--- src/rtl/shifter_pkg.sv ---
// Shared encodings for the multi-cycle shifter: operation modes and FSM states.
// Optional rotate support is selected by SHIFTER_ROTATE_EN.
package shifter_pkg;

   localparam logic [1:0] MODE_SLL = 2'b00;
   localparam logic [1:0] MODE_SRL = 2'b01;
   localparam logic [1:0] MODE_SRA = 2'b10;
   localparam logic [1:0] MODE_ROL = 2'b11;

   typedef enum logic [1:0] {
      ST_IDLE  = 2'b00,
      ST_SHIFT = 2'b01,
      ST_DONE  = 2'b10
   } state_t;

endpackage

--- src/rtl/shifter_step.sv ---
// Combinational one-step shifter: shifts by 0..STEP bits under a mode select.
// Mode 11 rotates left when SHIFTER_ROTATE_EN is defined, otherwise acts as SLL.
module shifter_step
   import shifter_pkg::*;
#(
   parameter int unsigned WIDTH = 32,
   parameter int unsigned STEP  = 1,
   parameter int unsigned AW    = $clog2(STEP) + 1
) (
   input  logic [WIDTH-1:0] data_i,
   input  logic [AW-1:0]    amt_i,
   input  logic [1:0]       mode_i,
   output logic [WIDTH-1:0] data_o
);

   always_comb begin
      data_o = data_i << amt_i;
      case (mode_i)
         MODE_SLL: data_o = data_i << amt_i;
         MODE_SRL: data_o = data_i >> amt_i;
         // Arithmetic shift keeps bit WIDTH-1, which equals the latched sign throughout.
         MODE_SRA: data_o = WIDTH'($signed(data_i) >>> amt_i);
`ifdef SHIFTER_ROTATE_EN
         MODE_ROL: data_o = (data_i << amt_i) | (data_i >> (WIDTH - 32'(amt_i)));
`endif
         default:  data_o = data_i << amt_i;
      endcase
   end

endmodule

--- src/rtl/shifter_seq.sv ---
// Multi-cycle SLL/SRL/SRA(/ROL) unit shifting STEP bits per cycle with start/done handshake.
// Rotate for mode 11 is built only when SHIFTER_ROTATE_EN is defined.
module shifter_seq
   import shifter_pkg::*;
#(
   parameter int unsigned WIDTH = 32,
   parameter int unsigned STEP  = 1,
   parameter int unsigned SW    = $clog2(WIDTH)
) (
   input  logic             clk_i,
   input  logic             rst_i,
   input  logic             start_i,
   input  logic [1:0]       mode_i,
   input  logic [WIDTH-1:0] data_i,
   input  logic [SW-1:0]    shamt_i,
   output logic             busy_o,
   output logic             done_o,
   output logic [WIDTH-1:0] data_o
);

   localparam int unsigned AW = $clog2(STEP) + 1;

   state_t           state_q, state_d;
   logic [WIDTH-1:0] data_q, data_d;
   logic [SW-1:0]    rem_q, rem_d;
   logic [1:0]       mode_q, mode_d;
   logic             busy_q, busy_d;
   logic             done_q, done_d;
   logic [AW-1:0]    amt_c;
   logic [WIDTH-1:0] stepped_c;

   // Per-cycle amount: min(STEP, remaining).
   always_comb begin
      amt_c = AW'(rem_q);
      if ((SW+1)'(rem_q) >= (SW+1)'(STEP)) begin
         amt_c = AW'(STEP);
      end
   end

   shifter_step #(
      .WIDTH (WIDTH),
      .STEP  (STEP),
      .AW    (AW)
   ) u_step (
      .data_i (data_q),
      .amt_i  (amt_c),
      .mode_i (mode_q),
      .data_o (stepped_c)
   );

   always_comb begin
      state_d = state_q;
      data_d  = data_q;
      rem_d   = rem_q;
      mode_d  = mode_q;
      case (state_q)
         ST_IDLE: begin
            if (start_i) begin
               data_d  = data_i;
               mode_d  = mode_i;
               rem_d   = shamt_i;
               state_d = (shamt_i != '0) ? ST_SHIFT : ST_DONE;
            end
         end
         ST_SHIFT: begin
            data_d = stepped_c;
            rem_d  = SW'((SW+1)'(rem_q) - (SW+1)'(amt_c));
            if (rem_d == '0) begin
               state_d = ST_DONE;
            end
         end
         ST_DONE: state_d = ST_IDLE;
         default: state_d = ST_IDLE;
      endcase
      busy_d = (state_d == ST_SHIFT);
      done_d = (state_d == ST_DONE);
   end

   always_ff @(posedge clk_i or posedge rst_i) begin
      if (rst_i) begin
         state_q <= ST_IDLE;
         data_q  <= '0;
         rem_q   <= '0;
         mode_q  <= MODE_SLL;
         busy_q  <= 1'b0;
         done_q  <= 1'b0;
      end else begin
         state_q <= state_d;
         data_q  <= data_d;
         rem_q   <= rem_d;
         mode_q  <= mode_d;
         busy_q  <= busy_d;
         done_q  <= done_d;
      end
   end

   assign busy_o = busy_q;
   assign done_o = done_q;
   assign data_o = data_q;

endmodule

--- config.mk ---
export PLATFORM = sky130hd
export DESIGN_NAME = shifter_seq
export DESIGN_NICKNAME = d
export VERILOG_FILES = /design/src/rtl/shifter_pkg.sv /design/src/rtl/shifter_step.sv /design/src/rtl/shifter_seq.sv
export SDC_FILE = /design/constraint.sdc
export NUM_CORES = 1
export LEC_CHECK = 0
export BUFFER_PORTS_ARGS = -buffer_cell sky130_fd_sc_hd__buf_2
export CORE_MARGIN = 10
export CORE_UTILIZATION = 40
export CTS_CLUSTER_SIZE = 40
export DETAILED_ROUTE_END_ITERATION = 8
export PLACE_DENSITY = 0.64
export SLEW_MARGIN = 20
export SYNTH_ARGS = -nofsm -noshare
export SYNTH_HDL_FRONTEND = slang
export SYNTH_SLANG_ARGS = --single-unit
--- constraint.sdc ---
create_clock -name clk_i -period 3.1 [get_ports clk_i]
set_input_delay 0 -clock clk_i [delete_from_list [all_inputs] [get_ports clk_i]]
set_output_delay 0 -clock clk_i [all_outputs]
set_load 0.01 [all_outputs]
==> results.md, run 1 <==
* Status: completed
* Max stage delay on crit path at 0.60 ns
* Nets at 368
* Core area at 5610 sq um
* Ys async rst share at 1.00
* Dpl cells at 351
* CP arrival at 2.42 ns
* Syn Nets at 269
* Most frequent cells in the layout: buf_2 (75), dfrtp_1 (43), dlygate4sd3_1 (37)
* DRC violations left at 0
* CTS tree: built
* Total GRT Usage at 0.148
* Die X at 96.7 microns
* Seq/Total Area, Yosys at 0.458
* Worst VDD drop at 521 uV
* Post-route minimum period at 2.29 ns
* Routability cong. at 0.833
* Boundary Pins at 76
* Post-CTS Setup Repair Bufs at 0
* Worst path required time at 3.24 ns
* Initial Util at 0.419
* GRT Residual Overflow at 0
* Initial antenna violation count at 0
* Slowest cell on the critical path: or4_4
* Count of pins over their slew limit at 0
* Routed len/inst at 18.3 microns
* Commonest non-fill, non-tap cell in the layout: buf_2
* Worst slack, placed at 0.840 ns
* Synth warn at 0
* Setup TNS at 0 ns
* DRT iter0 DRCs at 85
* Register area at 1080 sq um
* Post-Layout Cell Count at 396
* Die height at 96.7 microns
* Vias in the first global route at 2,382
* Total Wirelength at 7.25 mm
* Synth top area cells: dfrtp_1 (46%), a221o_1 (13%), a32oi_1 (12%)
* Clock Path Buffers at 2
* Area growth from synthesis to layout at 36.7%
* H-Tree Depth at 2
* DP HPWL at 4.66 mm
* Ys flop type: dfrtp_1
* CP Class: register to register
* Setup crit start kind: register
* CTS root buffer: clkbuf_8
* Pwr dens at 1020 nW/um^2
* Fmax at 438 MHz
* Avg Inst Size Synth at 10.5 sq um
* Clk Latency, worst-skew pair at 0.29 ns
* Period utilization at 0.737
* CTS clk-pin slew, worst paths at 0.09 ns
* Min-Delay Path Class: primary input to register
* Die area at 9340 sq um
* Clk_skew at 0.00665 ns
* Drt pass-1 iters at 4
* Final setup margin at 0.815 ns
* Antenna-violating nets left at 0
* FILL cells at 530
* Largest net degree at the start of global routing at 44
* Vias per cell at 5.91
* Layout cells sized above 1 at 0.302
* Worst slew margin at 0.390
* Worst Setup End Kind: register
* Mapped cell area at 2350 sq um
* Top cell type by total area after synthesis: dfrtp_1
* Vias at 2,341
* Clock Sinks at 43
* Diodes inserted at 0
* Crit-path cells: or4_4 -> and2_1 -> ha_1 -> xnor2_1 -> nand2_1 -> nor3_2 -> a311oi_1
* Leakage at 0.00155 uW
* Max-capacitance violation count at 0
* Gate Count Post-Synth at 224
* Delay-heaviest family, CP: simple AND/OR/NAND/NOR gates
* Register bit total from synthesis at 43
* Post-synth EDFFs at 0
* Area fraction of the dominant cell type after synthesis at 0.458
* Worst Tran Pin Value at 0.914 ns
* IO buf count at 75
* RSZ-0062 raised after global routing: false
* Library cells used by synthesis at 35
* First-pass GRT wire length at 12.2 mm
* Multi-input logic area at 1120 sq um
* Final Hold Viols at 0
* Setup-failing EPs final at 0
* Total CTS buffers at 5
* Placement row count at 27
* WP buf/inv at 0
* CP Max Fanout at 4
-- per-stage QoR --
step	cell area [sq um]	utilization	total power (uW)	hold slack (ns)
2_1_floorplan	2350	-	2300	0.117
6_report	3210	0.573	3280	0.0175
3_5_place_dp	2710	0.483	2730	0.208
3_3_place_gp	2710	0.483	2700	0.208
5_1_grt	3210	0.573	3550	0.0576
4_1_cts	3210	0.573	3290	0.0113
-- metal layers --
layer | track usage | up-vias | part of all wire
met5 | 0 | - | 0
met1 | 0.205 | 1164 | 0.47
met4 | 0.0304 | 0 | 0.0087
met3 | 0.0383 | 7 | 0.062
li1 | - | 1089 | -
met2 | 0.226 | 81 | 0.46
-- logic make-up after synthesis --
| logic type | Yosys count | share of synthesized area |
|---|---|---|
| AND/OR/NAND/NOR | 62 | 0.124 |
| multiplexers | 1 | 0.00479 |
| adder cells (fa/ha/maj) | 3 | 0.0160 |
| buffers and inverters | 29 | 0.0681 |
| XOR/XNOR | 2 | 0.00745 |
| AO/OA/AOI/OAI | 84 | 0.322 |
| flip-flops | 43 | 0.458 |
-- where the power goes --
group          total [uW]  internal [uW]  switching, uW
Combinational        1700            660           1040
Sequential           1070            790            281
Clock                 516            322            194
Total                3280           1770           1510
-- state kept, by name, indices dropped and copies added, names as in the netlist --
register / count
data_o: 32
busy_o: 1
rem_q: 5
done_o: 1
state_q: 2
mode_q: 2
-- final timing paths --
kind,cells past startpoint,to,slack (ns),start
hold / removal,3,rem_q[2],0.02,shamt_i[2]
setup reg to reg,7,busy_o,0.81,rem_q[4]
hold reg to reg,1,data_o[7],0.57,data_o[7]
min in group asynchronous,3,data_o[9],0.45,rst_i
setup / recovery,7,busy_o,0.81,rem_q[4]
max in group asynchronous,3,data_o[3],2.08,rst_i
-- cell type report --
| class | instances | share of cell area |
|---|---|---|
| clock inverters | 2 | 0.0187 |
| repair buffers | 116 | 0.241 |
| well taps | 72 | 0.0280 |
| multi-input cells | 152 | 0.349 |
| inverters | 5 | 0.00584 |
| clock buffers | 6 | 0.0226 |
| flip-flops and latches | 43 | 0.335 |
-- synth_stat cells (2+ instances only) --
cell type / count
a21oi_1: 5
a221o_1: 31
a311oi_1: 2
a31o_2: 2
a32oi_1: 33
and2_1: 2
and3b_1: 2
buf_2: 4
buf_6: 6
clkbuf_1: 13
dfrtp_1: 43
ha_1: 3
inv_1: 5
nand2_1: 9
nand3_1: 2
nor2_1: 35
nor2b_1: 2
nor3_1: 2
nor3b_1: 3
o21ai_0: 3
o22ai_1: 2
xnor2_1: 2
-- worst register-to-register path: cells and delay by family, from the launching register on --
family | cells | cell delay, ns
and+or+nand+nor | 4 | 1.19
AOI/OAI and AO/OA | 1 | 0.15
adders and majority gates | 1 | 0.24
DFF | 1 | 0.42
xor gates and xnor gates | 1 | 0.14
-- repair_timing --
action                     CTS  global route
hold buffers                37             0
resized for setup            0             0
setup endpoints to repair    0             0
hold endpoints to repair    79             0
(Power assumes the default switching activity.)
==> run 2, diff against run 1 <==
--- a/config.mk
+++ b/config.mk
@@ -5,12 +5,13 @@
 export SDC_FILE = /design/constraint.sdc
 export NUM_CORES = 1
 export LEC_CHECK = 0
+export ABC_AREA = 1
 export BUFFER_PORTS_ARGS = -buffer_cell sky130_fd_sc_hd__buf_2
 export CORE_MARGIN = 10
 export CORE_UTILIZATION = 40
 export CTS_CLUSTER_SIZE = 40
 export DETAILED_ROUTE_END_ITERATION = 8
-export PLACE_DENSITY = 0.64
+export PLACE_DENSITY = 0.63
 export SLEW_MARGIN = 20
 export SYNTH_ARGS = -nofsm -noshare
 export SYNTH_HDL_FRONTEND = slang
==> constraint.sdc (replaced) <==
create_clock -name clk_i -period 2.2 [get_ports clk_i]
set_input_delay 0 -clock clk_i [delete_from_list [all_inputs] [get_ports clk_i]]
set_output_delay 0 -clock clk_i [all_outputs]
set_load 0.01 [all_outputs]
==> results.md, run 2 <==
* Status: completed (unchanged)
* Setup-failing EPs final at 0 (unchanged)
* DRT iter0 DRCs at 126 (was 85)
* CP Class: register to register (unchanged)
* Initial Util at 0.407 (was 0.419)
* Layout cells sized above 1 at 0.223 (was 0.302)
* CP arrival at 2.19 ns (was 2.42 ns)
* Switching share of total power at 0.506 (was 0.460)
* Leakage at 0.00188 uW (was 0.00155 uW)
* Top cell type by total area after synthesis: dfrtp_1 (unchanged)
* Vias per cell at 5.06 (was 5.91)
* Worst slew margin at 0.706 (was 0.390)
* Diodes inserted at 0 (unchanged)
* Boundary Pins at 76 (unchanged)
* Avg Inst Size Synth at 6.78 sq um (was 10.5 sq um)
* Gate Count Post-Synth at 406 (was 224)
* Logic gate share of total power at 0.581 (was 0.517)
* Seq/Total Area, Yosys at 0.391 (was 0.458)
* Fmax at 513 MHz (was 438 MHz)
* Area growth from synthesis to layout at 20.2% (was 36.7%)
* IO buf count at 75 (unchanged)
* Worst Setup End Kind: register (unchanged)
* DRC violations left at 0 (unchanged)
* Final Hold Viols at 0 (unchanged)
* Clock Sinks at 43 (unchanged)
* Period utilization at 0.886 (was 0.737)
* CP Max Fanout at 28 (was 4)
* Initial antenna violation count at 0 (unchanged)
* Final setup margin at 0.250 ns (was 0.815 ns)
* Total Wirelength at 7.94 mm (was 7.25 mm)
* Commonest non-fill, non-tap cell in the layout: nand2_1 (was buf_2)
* Setup crit start kind: register (unchanged)
* Mapped cell area at 2750 sq um (was 2350 sq um)
* Synth warn at 0 (unchanged)
* Clock Path Buffers at 2 (unchanged)
* First-pass GRT wire length at 12.8 mm (was 12.2 mm)
* H-Tree Depth at 2 (unchanged)
* CTS root buffer: clkbuf_8 (unchanged)
* Antenna-violating nets left at 0 (unchanged)
* DP HPWL at 5.64 mm (was 4.66 mm)
* Reg power frac at 0.293 (was 0.326)
* Register bit total from synthesis at 43 (unchanged)
* Area fraction of the dominant cell type after synthesis at 0.391 (was 0.458)
* Total CTS buffers at 5 (unchanged)
* CTS clk-pin slew, worst paths at 0.09 ns (about the same)
* Ys async rst share at 1.00 (unchanged)
* P_sw at 2630 uW (was 1510 uW)
* Most instantiated cells after synthesis: nand2_1 (171), nand3_1 (84), dfrtp_1 (43), inv_1 (27), nor2_1 (15) (was dfrtp_1 (43), nor2_1 (35), a32oi_1 (33), a221o_1 (31), clkbuf_1 (13))
* Hold_ws at 0.00479 ns (was 0.0175 ns)
* Pint at 2560 uW (was 1770 uW)
* RSZ-0062 raised after global routing: false (unchanged)
* Routability cong. at 0.804 (was 0.833)
* Die area at 10,600 sq um (was 9340 sq um)
* Core area at 6760 sq um (was 5610 sq um)
* Nets at 523 (was 368)
* Die height at 103 microns (was 96.7 microns)
* Worst VDD drop at 1010 uV (was 521 uV)
* Clk pwr share at 0.126 (was 0.157)
* Die X at 103 microns (was 96.7 microns)
* Drt pass-1 iters at 4 (unchanged)
* Placement row count at 30 (was 27)
* CTS tree: built (unchanged)
* Worst path required time at 2.45 ns (was 3.24 ns)
* GRT Residual Overflow at 0 (unchanged)
* Clk_skew at 0.00594 ns (was 0.00665 ns)
* Ys flop type: dfrtp_1 (unchanged)
* Largest net degree at the start of global routing at 47 (was 44)
* Vias in the first global route at 2,734 (was 2,382)
* Setup TNS at 0 ns (unchanged)
* Max-capacitance violation count at 0 (unchanged)
* Syn Nets at 451 (was 269)
* Max FFs per register at 32 (unchanged)
* Min-Delay Path Class: primary input to register (unchanged)
* Clk Latency, worst-skew pair at 0.30 ns (was 0.29 ns)
* FILL cells at 699 (was 530)
* Worst Tran Pin Value at 0.441 ns (was 0.914 ns)
* Total GRT Usage at 0.149 (was 0.148)
* Most frequent cells in the layout: nand2_1 (171), nand3_1 (84), buf_2 (75) (was buf_2 (75), dfrtp_1 (43), dlygate4sd3_1 (37))
* Post-route minimum period at 1.95 ns (was 2.29 ns)
* Library cells used by synthesis at 29 (was 35)
* Pwr dens at 1570 nW/um^2 (was 1020 nW/um^2)
* Count of pins over their slew limit at 0 (unchanged)
* Post-synth EDFFs at 0 (unchanged)
* Post-CTS Setup Repair Bufs at 0 (unchanged)
* Most common cell in the netlist: nand2_1 (was dfrtp_1)
* Worst slack, placed at 0.267 ns (was 0.840 ns)
* Synth top area cells: dfrtp_1 (39%), nand2_1 (23%), nand3_1 (15%) (was dfrtp_1 (46%), a221o_1 (13%), a32oi_1 (12%))
* Routed len/inst at 14.2 microns (was 18.3 microns)
* Vias at 2,827 (was 2,341)
[run 2: layout make-up]
type	instances	area, sq um	area share
Clock buffer	6	82.6	0.0250
Clock inverter	2	35.0	0.0106
Inverter	32	126	0.0382
Multi-Input combinational cell	309	1410	0.426
Sequential cell	43	1080	0.325
Tap cell	80	100	0.0303
Timing Repair Buffer	87	478	0.144
[run 2: routing by layer]
layer / global-route usage / routed length, microns / share of wire
met1: 0.183 / 3500 / 0.44
met5: 0 / 0 / 0
met3: 0.0355 / 504 / 0.063
met4: 0.0353 / 46 / 0.0058
met2: 0.255 / 3890 / 0.49
[run 2: what timing repair did]
item / in CTS / in global routing
hold buffers: 5 / 0
gates resized for setup: 0 / 0
setup endpoints to repair: 0 / 0
endpoints found under the hold margin: 18 / 0
[run 2: path summary, 6_finish.rpt]
kind                              end  cells past startpoint  slack, ns      start
setup / recovery           data_o[22]                      9       0.25  mode_q[0]
hold / removal              data_o[6]                      5      0.005  data_i[6]
setup reg to reg           data_o[22]                      9       0.25  mode_q[0]
hold reg to reg             data_o[0]                      2       0.52  data_o[0]
max in group asynchronous    rem_q[1]                      4       1.30      rst_i
min in group asynchronous   data_o[2]                      3       0.20      rst_i
[run 2: per-stage QoR]
step           area (sq um)   util  total power, uW  cells
6_report               3310  0.490             5190    559
5_1_grt                3310  0.490             5730    559
4_1_cts                3310  0.490             5240    559
3_5_place_dp           3140  0.465             4550    546
3_3_place_gp           3140  0.465             4500    546
2_1_floorplan          2750      -             3760    406
[run 2: power by group through the flow]
stage               Clock (uW)  Combinational (uW)  Sequential, uW
floorplan                    0                2200            1560
global placement             0                2970            1520
detailed placement           0                3020            1530
CTS                        666                3060            1520
global route               703                3450            1570
finish                     655                3010            1520
[run 2: kinds of logic (layout without fill, tap and decap cells)]
group / count (synthesis) / in the layout / share of synthesized area
compound gates: 19 / 19 / 0.0391
xor+xnor: 2 / 2 / 0.00637
simple gates: 285 / 285 / 0.452
flops: 43 / 43 / 0.391
buf+inv: 54 / 127 / 0.0973
fa+ha+maj: 3 / 3 / 0.0136
[run 2: worst max-delay path, stage by stage, from the launching register on]
cell and delay (ns):
dfrtp_1 0.35, inv_1 0.06, ha_1 0.32, nor2_1 0.32
nand2_4 0.10, clkinv_4 0.19, nand2_2 0.11, nand2_4 0.25
nand2_1 0.10, nand2_1 0.07
